**src/rtl/serial_arith_pkg.sv**
```systemverilog
// Shared definitions for the bit-serial arithmetic blocks: FSM states, op codes
// and the counter-width helper.
package serial_arith_pkg;

  typedef enum logic [1:0] {
    IDLE = 2'd0,
    RUN  = 2'd1,
    DONE = 2'd2
  } state_t;

  localparam logic OP_ADD = 1'b0;
  localparam logic OP_SUB = 1'b1;

  // Bits needed to count 0..n-1; never less than one.
  function automatic int clog2(input int n);
    int r;
    r = 0;
    for (int i = 0; i < 32; i++)
      if ((1 << r) < n) r++;
    return (r < 1) ? 1 : r;
  endfunction

endpackage

```
**src/rtl/full_adder.sv**
```systemverilog
// One-bit full-adder cell, used as the bit slice of the serial datapath.
module full_adder (
  input  logic a,
  input  logic b,
  input  logic cin,
  output logic sum,
  output logic cout
);

  assign sum  = a ^ b ^ cin;
  assign cout = (a & b) | (cin & (a ^ b));

endmodule

```
**src/rtl/serial_add_sub.sv**
```systemverilog
// Bit-serial two's-complement adder/subtractor: one full-adder slice, LSB first,
// valid/ready on both sides; every output is a flop.
module serial_add_sub
  import serial_arith_pkg::*;
#(
  parameter int WIDTH = 8
) (
  input  logic             clk,
  input  logic             rst,
  input  logic             in_valid,
  output logic             in_ready,
  input  logic [WIDTH-1:0] a,
  input  logic [WIDTH-1:0] b,
  input  logic             op,
  output logic             out_valid,
  input  logic             out_ready,
  output logic [WIDTH-1:0] result,
  output logic             cout,
  output logic             ovf
);

  localparam int CW = clog2(WIDTH);

  state_t           state;
  logic [CW-1:0]    cnt;
  logic [WIDTH-1:0] sa, sb;
  logic             carry;
  logic             fa_sum, fa_cout;

  full_adder u_fa (
    .a    (sa[0]),
    .b    (sb[0]),
    .cin  (carry),
    .sum  (fa_sum),
    .cout (fa_cout)
  );

  always_ff @(posedge clk) begin
    if (rst) begin
      state     <= IDLE;
      in_ready  <= 1'b1;
      out_valid <= 1'b0;
      cnt       <= '0;
      sa        <= '0;
      sb        <= '0;
      carry     <= 1'b0;
      result    <= '0;
      cout      <= 1'b0;
      ovf       <= 1'b0;
    end else begin
      case (state)
        IDLE: if (in_valid) begin
          // Subtraction is a + ~b + 1: invert b and seed the carry with op.
          sa       <= a;
          sb       <= (op == OP_SUB) ? ~b : b;
          carry    <= op;
          result   <= '0;
          cout     <= 1'b0;
          ovf      <= 1'b0;
          cnt      <= '0;
          in_ready <= 1'b0;
          state    <= RUN;
        end
        RUN: begin
          result <= {fa_sum, result[WIDTH-1:1]};
          sa     <= sa >> 1;
          sb     <= sb >> 1;
          carry  <= fa_cout;
          cnt    <= cnt + 1'b1;
          if (cnt == CW'(WIDTH - 1)) begin
            // carry here is still the carry into the MSB slice.
            cout      <= fa_cout;
            ovf       <= carry ^ fa_cout;
            cnt       <= '0;
            out_valid <= 1'b1;
            state     <= DONE;
          end
        end
        DONE: if (out_ready) begin
          out_valid <= 1'b0;
          in_ready  <= 1'b1;
          state     <= IDLE;
        end
        default: begin
          state     <= IDLE;
          in_ready  <= 1'b1;
          out_valid <= 1'b0;
        end
      endcase
    end
  end

endmodule
```
**config.mk**
```make
export PLATFORM = sky130hd
export DESIGN_NAME = serial_add_sub
export DESIGN_NICKNAME = d
export VERILOG_FILES = /design/src/rtl/serial_arith_pkg.sv /design/src/rtl/full_adder.sv /design/src/rtl/serial_add_sub.sv
export SDC_FILE = /design/constraint.sdc
export NUM_CORES = 1
export LEC_CHECK = 0
export CAP_MARGIN = 20
export CORE_ASPECT_RATIO = 0.5
export CORE_UTILIZATION = 52
export DETAILED_ROUTE_END_ITERATION = 16
export GPL_TIMING_DRIVEN = 0
export PLACE_DENSITY = 0.78
export SLEW_MARGIN = 25
export SYNTH_ARGS = -nofsm -noshare
export SYNTH_HDL_FRONTEND = slang
export SYNTH_SLANG_ARGS = --single-unit
```
**constraint.sdc**
```tcl
create_clock -name clk -period 2.1 [get_ports clk]
set_input_delay 0.42 -clock clk [delete_from_list [all_inputs] [get_ports clk]]
set_output_delay 0.42 -clock clk [all_outputs]
set_load 0.01 [all_outputs]
```
==> run metrics <==
Synth warnings=0; Mapped Avg Cell Area=about 9.3 µm²; Die X-Extent=roughly 76 µm; max cap viols=0; post-layout min period=about 1.6 ns; vias per inst=5.71; Slew HR=0.633; Reg2Reg Depth=4; Die Y-Extent=39.2 µm; CP startpoint=result[7]; layout cells sized above 1=0.0995; Routed wire per std cell=13.5 µm; HP Start=cout; floorplan row count=13; Die ar.=~3000 µm²; kind of end point of the critical path=primary output; setup total negative slack=0 ns; first-pass GRT wire length=a little under 5000 µm; Post-Syn Area=1440 µm²; outcome=completed; Post-CTS Setup Bufs=0; Worst-Skew Late Latency=0.29 ns; Hold Violations, Final=0; Final HPWL DP=approximately 2200 µm; Levels on crit path=1; Leak=0.699 nW; total power=1.48 mW; sequential fraction of the synthesis area=0.474; max incr delay on CP=about 0.55 ns; io pins=33; post_cts resized=0; dpl cells=220; PortBufs=29; GPL Wtd Cong=a little under 0.8; cts bufs inserted=5; Fin Hold WS=0.476 ns; Crit Path Category=reg2out; pre-CTS setup slack=around 0.60 ns; Tot GR Track Use=0.228; post-route non-filler standard cell count=about 230; crit path launch type=register; Final Skew=about 0.0054 ns; Finished Core Util=0.723; peak supply drop=between 0.5 and 0.6 mV; dpl cell area=about 1800 µm²; RSZ-0062 raised after global routing=no; Slowest-stage cell, CP=clkdlybuf4s50_1; commonest non-fill, non-tap cells in the layout=dfxtp_1, nor2_1, clkdlybuf4s50_1, a22oi_1, o22ai_1; largest net degree at the start of global routing=12; post-synthesis cell type count=28; WP buf/inv=1; Syn Nets=~180; CTS Hold Bufs=0; Starting Density=0.552; top fanout value on the critical path=3; initial antenna violation count=0; pwr/cell area=around 790 nW/µm²; top cell family by delay on the critical path=buffers and inverters; Detail Route Antenna Nets=0; core area=between 2000 and 3000 µm²; fmax=between 0.6 and 0.7 GHz; grt met3 use=0.0776; period utilization=0.781; DRT iter0 DRCs=54; final WL=between 3000 and 4000 µm; Worst EP arrival=around 1.2 ns; commonest non-fill, non-tap cell in the layout=dfxtp_1; Setup Viol. Count Final=0; number of synthesized register bits=34; Worst R2R Start=state[1]; CTS Buffer Depth=2; # clock sinks=34; CP Cell Sequence=clkdlybuf4s50_1; Finished Cell Area=1880 µm²; Slew Limit Fails=0; first-pass iteration count of the detailed router=4; met2 Resource Use GR=0.358; CTS tree=yes; hold path depth=2; vias=around 1300; Mapped Cells=between 150 and 200; WP data required=1.68 ns; vias in the first global route=1059; HP Class=reg2reg; total congestion overflow=0; post-layout net count=approximately 210; setup slack after layout=between 0.4 and 0.5 ns; drt drc=0; Layout fillers=between 200 and 250; GRT Max-Usage Layer=met2; H-tree Lvls=2; met1 global-route usage=0.289; Clock Pin Slew Worst Setup and Hold Paths=roughly 0.070 ns; synthesis-to-finish area growth=31.0%; CTS root buf=clkbuf_8; n_diodes=0; Worst Tran Pin Value=between 0.5 and 0.6 ns
sequential cells by signal, indices dropped and copies added (netlist names):
name	flops
out_valid	1
result	8
carry	1
cout	1
ovf	1
sa	8
state	2
cnt	3
sb	8
in_ready	1
synthesized netlist by cell type:
cell type  count  share of area
dfxtp_1       34           0.47
nor2_1        29          0.076
a22oi_1       21           0.11
o22ai_1       12          0.052
a211oi_1       8          0.042
xnor2_1        7          0.043
buf_2          6          0.021
clkbuf_1       4          0.010
o2bb2ai_1      4          0.024
a21oi_1        3          0.010
nand2b_1       3          0.013
clkbuf_2       2         0.0070
ha_1           2          0.017
inv_1          2         0.0052
nor3b_1        2          0.010
o21bai_1       2          0.010
xor2_1         2          0.012
a2bb2oi_1      1         0.0061
buf_4          1         0.0052
fa_1           1          0.014
nand2_1        1         0.0026
nand2b_2       1         0.0061
nand3_1        1         0.0035
nand4b_1       1         0.0061
nor2b_1        1         0.0044
nor3_1         1         0.0035
o21ai_0        1         0.0035
o21ba_2        1         0.0070
logic make-up (layout without fill, tap and decap cells):
logic type	count (synthesis)	in the layout	synth area share
buffers and inverters	15	52	0.0488
xor gates and xnor gates	9	9	0.0549
AOI/OAI and AO/OA	53	53	0.266
and+or+nand+nor	40	40	0.125
adders and majority gates	3	3	0.0314
DFF	34	34	0.474
area by class of cell:
| type | count | area [µm²] | area share |
|---|---|---|---|
| Buffer | 13 | 62.6 | 0.0332 |
| Clock buffer | 5 | 68.8 | 0.0366 |
| Tap cell | 37 | 46.3 | 0.0246 |
| Sequential cell | 34 | 681 | 0.362 |
| Inverter | 2 | 7.51 | 0.00399 |
| Timing Repair Buffer | 29 | 290 | 0.154 |
| Clock inverter | 3 | 40.0 | 0.0213 |
| Multi-Input combinational cell | 105 | 686 | 0.364 |
final timing paths:
kind                     to  slack (ns)
setup / recovery  result[7]        0.46
hold / removal         cout        0.48
setup reg to reg      sb[2]        0.67
hold reg to reg        cout        0.48
per-layer routing:
metal  routed length (µm)  share of wire  up-vias
met4                   33          0.011        0
li1                     -              -      635
met5                    0              0        -
met1                 1570           0.51      626
met2                 1350           0.44       35
met3                  143          0.046        5
worst min-delay path: stages (launching register included):
cell and delay, ns:
dfxtp_1 0.31, nand2b_1 0.06, o21ai_0 0.06
report_power, final:
part	internal, mW	switching, mW	total (mW)
combinational	0.0955	0.0931	0.189
clock	0.349	0.245	0.594
sequential	0.678	0.0217	0.700
Power figures use the tool's default switching activity.
